<file path="config.mk">
export PLATFORM = sky130hd
export DESIGN_NAME = dmem_responder
export DESIGN_NICKNAME = d
export VERILOG_FILES = /design/src/rtl/dmem_pkg.sv /design/src/rtl/dmem_responder_array.sv /design/src/rtl/dmem_responder.sv
export SDC_FILE = /design/constraint.sdc
export NUM_CORES = 2
export LEC_CHECK = 0
export BUFFER_PORTS_ARGS = -buffer_cell sky130_fd_sc_hd__buf_2
export CORE_ASPECT_RATIO = 0.7
export CORE_MARGIN = 3
export CORE_UTILIZATION = 35
export CTS_CLUSTER_SIZE = 8
export DETAILED_ROUTE_END_ITERATION = 12
export GPL_ROUTABILITY_DRIVEN = 0
export SETUP_SLACK_MARGIN = 0.02
export SLEW_MARGIN = 20
export SYNTH_ARGS = -nofsm -noshare
export SYNTH_HDL_FRONTEND = slang
export SYNTH_HIERARCHICAL = 1
export SYNTH_SLANG_ARGS = --single-unit
</file>
<file path="constraint.sdc">
create_clock -name clk -period 7.05 [get_ports clk]
set_input_delay 0.705 -clock clk [delete_from_list [all_inputs] [get_ports clk]]
set_output_delay 0.705 -clock clk [all_outputs]
set_load 0.01 [all_outputs]
</file>
<file path="src/rtl/dmem_pkg.sv">
// Shared types and address checking for the data-memory responder.
// Also intended for reuse by an instruction-memory responder.
package dmem_pkg;

  typedef enum logic [1:0] {
    IDLE = 2'd0,
    WAIT = 2'd1,
    RESP = 2'd2
  } state_e;

  localparam int WORD_BYTES = 4;

  function automatic logic [31:0] word_index(input logic [31:0] addr);
    return {2'b00, addr[31:2]};
  endfunction

  // Misaligned or beyond the last stored word.
  function automatic logic addr_err(input logic [31:0] addr, input int unsigned depth);
    return (addr[1:0] != 2'b00) || ({2'b00, addr[31:2]} >= depth);
  endfunction

endpackage

</file>
<file path="src/rtl/dmem_responder_array.sv">
// Word storage: asynchronous clear, byte-masked synchronous write,
// combinational read port.
module dmem_responder_array
  import dmem_pkg::*;
#(
  parameter int DEPTH = 32,
  localparam int AW = (DEPTH > 1) ? $clog2(DEPTH) : 1
) (
  input  logic                  clk,
  input  logic                  rstn,
  input  logic                  we,
  input  logic [AW-1:0]         waddr,
  input  logic [31:0]           wdata,
  input  logic [WORD_BYTES-1:0] wbe,
  input  logic [AW-1:0]         raddr,
  output logic [31:0]           rdata
);

  logic [31:0] mem_q [DEPTH];

  always_ff @(posedge clk or negedge rstn) begin
    if (!rstn) begin
      for (int i = 0; i < DEPTH; i++) begin
        mem_q[i] <= '0;
      end
    end else if (we) begin
      for (int b = 0; b < WORD_BYTES; b++) begin
        if (wbe[b]) begin
          mem_q[waddr][8*b +: 8] <= wdata[8*b +: 8];
        end
      end
    end
  end

  assign rdata = mem_q[raddr];

endmodule

</file>
<file path="src/rtl/dmem_responder.sv">
// Memory-side responder with configurable access latency, one transaction
// outstanding. Optional byte-lane stores enabled by DMEM_RESP_BYTE_EN_EN.
module dmem_responder
  import dmem_pkg::*;
#(
  parameter int DEPTH   = 32,
  parameter int LATENCY = 2
) (
  input  logic        clk,
  input  logic        rstn,
  input  logic        req_valid,
  output logic        req_ready,
  input  logic        req_we,
  input  logic [31:0] req_addr,
  input  logic [31:0] req_wdata,
`ifdef DMEM_RESP_BYTE_EN_EN
  input  logic [3:0]  req_be,
`endif
  output logic        rsp_valid,
  input  logic        rsp_ready,
  output logic [31:0] rsp_rdata,
  output logic        rsp_err
);

  localparam int AW = (DEPTH > 1) ? $clog2(DEPTH) : 1;
  localparam int CW = (LATENCY > 1) ? $clog2(LATENCY) : 1;
  localparam logic [CW-1:0] CNT_INIT = CW'(LATENCY - 1);
  localparam logic [CW-1:0] CNT_ONE  = CW'(1);

  state_e      state_q, state_d;
  logic [CW-1:0] cnt_q, cnt_d;
  logic        we_q, we_d;
  logic [31:0] addr_q, addr_d;
  logic [31:0] wdata_q, wdata_d;
  logic [3:0]  be_q, be_d;
  logic        req_ready_q, req_ready_d;
  logic        rsp_valid_q, rsp_valid_d;
  logic [31:0] rsp_rdata_q, rsp_rdata_d;
  logic        rsp_err_q, rsp_err_d;

  logic        access;
  logic        acc_we;
  logic [31:0] acc_addr;
  logic [31:0] acc_wdata;
  logic [3:0]  acc_be;
  logic        acc_err;
  logic [AW-1:0] acc_idx;
  logic        mem_we;
  logic [31:0] mem_rdata;
  logic [3:0]  in_be;

`ifdef DMEM_RESP_BYTE_EN_EN
  assign in_be = req_be;
`else
  assign in_be = 4'hF;
`endif

  // With LATENCY=1 the access happens on the accept edge itself, so the
  // live request is used instead of the (not yet loaded) latched copy.
  always_comb begin
    if (state_q == IDLE) begin
      acc_we    = req_we;
      acc_addr  = req_addr;
      acc_wdata = req_wdata;
      acc_be    = in_be;
    end else begin
      acc_we    = we_q;
      acc_addr  = addr_q;
      acc_wdata = wdata_q;
      acc_be    = be_q;
    end
    acc_err = addr_err(acc_addr, DEPTH);
    acc_idx = AW'(word_index(acc_addr));
  end

  always_comb begin
    state_d     = state_q;
    cnt_d       = cnt_q;
    we_d        = we_q;
    addr_d      = addr_q;
    wdata_d     = wdata_q;
    be_d        = be_q;
    req_ready_d = req_ready_q;
    rsp_valid_d = rsp_valid_q;
    rsp_rdata_d = rsp_rdata_q;
    rsp_err_d   = rsp_err_q;
    access      = 1'b0;

    case (state_q)
      IDLE: begin
        req_ready_d = 1'b1;
        if (req_valid && req_ready_q) begin
          we_d        = req_we;
          addr_d      = req_addr;
          wdata_d     = req_wdata;
          be_d        = in_be;
          cnt_d       = CNT_INIT;
          req_ready_d = 1'b0;
          if (LATENCY > 1) begin
            state_d = WAIT;
          end else begin
            state_d = RESP;
            access  = 1'b1;
          end
        end
      end
      WAIT: begin
        if (cnt_q == CNT_ONE) begin
          state_d = RESP;
          access  = 1'b1;
        end else begin
          cnt_d = cnt_q - CNT_ONE;
        end
      end
      RESP: begin
        if (rsp_ready) begin
          state_d     = IDLE;
          rsp_valid_d = 1'b0;
          rsp_rdata_d = '0;
          rsp_err_d   = 1'b0;
          req_ready_d = 1'b1;
        end
      end
      default: state_d = IDLE;
    endcase

    if (access) begin
      rsp_valid_d = 1'b1;
      rsp_err_d   = acc_err;
      rsp_rdata_d = (acc_we || acc_err) ? 32'h0 : mem_rdata;
    end
  end

  assign mem_we = access && acc_we && !acc_err;

  always_ff @(posedge clk or negedge rstn) begin
    if (!rstn) begin
      state_q     <= IDLE;
      cnt_q       <= '0;
      we_q        <= 1'b0;
      addr_q      <= '0;
      wdata_q     <= '0;
      be_q        <= '0;
      req_ready_q <= 1'b0;
      rsp_valid_q <= 1'b0;
      rsp_rdata_q <= '0;
      rsp_err_q   <= 1'b0;
    end else begin
      state_q     <= state_d;
      cnt_q       <= cnt_d;
      we_q        <= we_d;
      addr_q      <= addr_d;
      wdata_q     <= wdata_d;
      be_q        <= be_d;
      req_ready_q <= req_ready_d;
      rsp_valid_q <= rsp_valid_d;
      rsp_rdata_q <= rsp_rdata_d;
      rsp_err_q   <= rsp_err_d;
    end
  end

  dmem_responder_array #(
    .DEPTH(DEPTH)
  ) u_array (
    .clk   (clk),
    .rstn  (rstn),
    .we    (mem_we),
    .waddr (acc_idx),
    .wdata (acc_wdata),
    .wbe   (acc_be),
    .raddr (acc_idx),
    .rdata (mem_rdata)
  );

  assign req_ready = req_ready_q;
  assign rsp_valid = rsp_valid_q;
  assign rsp_rdata = rsp_rdata_q;
  assign rsp_err   = rsp_err_q;

endmodule

</file>
==> run metrics <==
status finished, final reports clean; Setup crit start kind register; Synth cell types 46; Ports between 100 and 150; routed vias roughly 32000; fin nets ~4000; DIE WIDTH roughly 470 um; final worst slack about 2.4 ns; number of buffers created by CTS ~160; critical path arrival roughly 5.3 ns; Clock H-tree levels 4; PostCTS Resize Cnt 0; fmax around 0.21 GHz; post-layout util between 40% and 50%; Hold Path Class input pin to register; Max transition margin about a fifth; first-pass detailed-route iteration total 5; largest cells by area after synthesis dfrtp_1, mux2_2, mux2i_1, a22oi_1, nand3_1; DRC viols 0; total grt overflow 0; vias in the first global route between 30000 and 40000; die height between 300 and 400 um; Worst-path clk slew about 0.050 ns; row cnt 117; post-synthesis async set-or-reset flop share 100%; flop2flop setup slack roughly 2.4 ns; Period Utilization, post-route around two thirds; Routed Antenna Nets 0; #FFs+latches synth between 1000 and 1500; core footprint ~0.15 mm^2; WHS Endpoint addr_q[0]; Die ar. between 0.15 and 0.2 mm^2; top cell type's share of synthesized area a little over half; Post-Syn Nets about 4000; CP Cell Sequence nor2_4, buf_4, mux2_2, nor2b_4, buf_4, a22o_1, nor3_1, a31oi_1, nand3_1, nand3_1, o21ai_1; Clk Latency, worst-skew pair about 0.8 ns; Initial Utilization 35.5%; first-pass GRT wire length approximately 220 mm; initial antenna violation count 3; Reg2Reg Depth 11; pwr dens approximately 360 mW/mm^2; WP buf/inv 2; number of buffers added on ports between 100 and 150; Cells after Synth 3882; final hold slack around 0.18 ns; R2R Path End rsp_rdata[27]; WL final 149 mm; fill cell count roughly 14000; Final Setup Violations 0; Clock Tree Buf Depth 3; number of flops mapped to enable cells by yosys 0; fraction of layout cells with a size suffix above 1 between 30 and 40%; sequential-to-total area share from yosys stat between 50% and 60%; Area Overhead vs Synth 12.6%; slowest stage delay, CP 0.72 ns; Top delay family on crit path simple AND/OR/NAND/NOR gates; Worst Skew between 0.03 and 0.04 ns; critical path fanouts, max 49; Sink Count between 1000 and 1500; Post-Syn Area about 0.052 mm^2; setup repair bufs after CTS 0; routed len/inst 25.2 um; critical path required time just under 8 ns; Worst Tran Pin Value roughly 1.2 ns; Avg Cell Area, Syn roughly 13 um^2; hold depth 2; Pins Over Slew Limit 0; Setup WS pre-CTS around 2.5 ns; DP HPWL 92.2 mm; Max Cap Violations 0; peak supply drop between 0.4 and 0.5 mV; Pleak around 29 nW; Final Hold Viols 0; initial DRC count between 2000 and 3000; CTS tree done; prevailing post-synth register cell dfrtp_1; slowest cell on the critical path buf_4; root buffer cell clkbuf_16; YS warnings 6; hold buffer count at CTS 1; Hold Path Origin req_addr[0]; largest net degree at the start of global routing ~190; GRT Util Overall 19.2%; RSZ-0062 raised after global routing false; Final Critical Period approximately 4.7 ns; CP Class register to register; Via-to-Cell Ratio 5.49; worst reg2reg startpoint state_q[1]; commonest non-fill, non-tap cell in the layout dfrtp_1; area leader, netlist dfrtp_1; commonest non-fill, non-tap cells in the layout dfrtp_1, mux2_2, mux2i_1; Critical Path End Type register; total negative slack 0 ns
==> worst register-to-register path: stages, from the launching register on <==
cell	delay (ns)
dfrtp_1	0.50
nor2_4	0.38
buf_4	0.53
mux2_2	0.55
nor2b_4	0.59
buf_4	0.72
a22o_1	0.32
nor3_1	0.09
a31oi_1	0.37
nand3_1	0.27
nand3_1	0.14
o21ai_1	0.07
==> per-layer routing <==
layer  wire length (um)  GRT usage, %
met5                  0             0
met4               2920          5.02
met3               8920          3.71
met2              62700          27.2
met1              74300          29.8
==> cell families after synthesis <==
logic type	count (synthesis)	share of synthesized area, %
and+or+nand+nor	510	5.08
DFF	1128	54.2
AOI/OAI and AO/OA	332	4.26
muxes	1638	34.2
buffers and inverters	274	2.27
==> metrics by stage <==
| step | area [um^2] | instances | total power [mW] |
|---|---|---|---|
| final | 58700 | 5896 | 21.0 |
| after CTS | 58700 | 5893 | 21.1 |
| after global routing | 58700 | 5893 | 21.8 |
| after floorplan | 52100 | 3882 | 11.5 |
| after detailed placement | 54400 | 5719 | 14.2 |
| after global placement | 54400 | 5719 | 14.2 |
==> flip-flops by register name, summed over array words and instances (netlist names) <==
name	cells
rsp_valid	1
rsp_rdata	32
we_q	1
wdata_q	32
cnt_q	1
rsp_err	1
addr_q	32
req_ready	1
state_q	2
be_q	1
u_array/mem_q	1024
==> worst max-delay path by stage <==
stage / cells past startpoint / from / slack [ns] / endpoint
CTS: 11 / state_q[1] / 2.46 / rsp_rdata[27]
finish: 11 / state_q[1] / 2.40 / rsp_rdata[27]
detailed placement: 11 / state_q[1] / 2.49 / rsp_rdata[27]
global placement: 11 / state_q[1] / 2.40 / rsp_rdata[27]
global route: 11 / state_q[1] / 2.20 / rsp_rdata[27]
floorplan: 8 / req_addr[7] / 3.82 / u_array/mem_q[0]
==> cell usage after synthesis, types with 4 or more instances <==
| cell | instances |
|---|---|
| a21oi_1 | 99 |
| a22o_1 | 66 |
| a22oi_1 | 96 |
| a31oi_1 | 32 |
| and2_1 | 6 |
| buf_1 | 17 |
| buf_2 | 87 |
| buf_4 | 6 |
| clkbuf_1 | 155 |
| dfrtp_1 | 1128 |
| inv_1 | 5 |
| mux2_1 | 35 |
| mux2_2 | 1085 |
| mux2_4 | 6 |
| mux2i_1 | 512 |
| nand2_1 | 173 |
| nand2_2 | 25 |
| nand2_4 | 5 |
| nand2b_1 | 6 |
| nand3_1 | 131 |
| nor2_1 | 11 |
| nor2_2 | 76 |
| nor2_4 | 9 |
| nor2b_1 | 4 |
| nor3_1 | 35 |
| nor4_1 | 10 |
| o21ai_1 | 30 |
==> where the power goes <==
part | total [mW] | internal, mW | switching (mW)
logic | 7.39 | 2.14 | 5.25
registers | 6.81 | 6.70 | 0.111
clock network | 6.82 | 4.05 | 2.77
==> area by class of cell <==
cell class	count	area (um^2)	area share, %
Multi-Input combinational cell	2480	22800	38.8
Tap cell	1963	2460	4.19
Clock inverter	10	148	0.252
Timing Repair Buffer	143	982	1.67
Antenna cell	3	7.51	0.0128
Inverter	6	22.5	0.0384
Clock buffer	163	4080	6.95
Sequential cell	1128	28200	48.1
(Power assumes the default switching activity.)
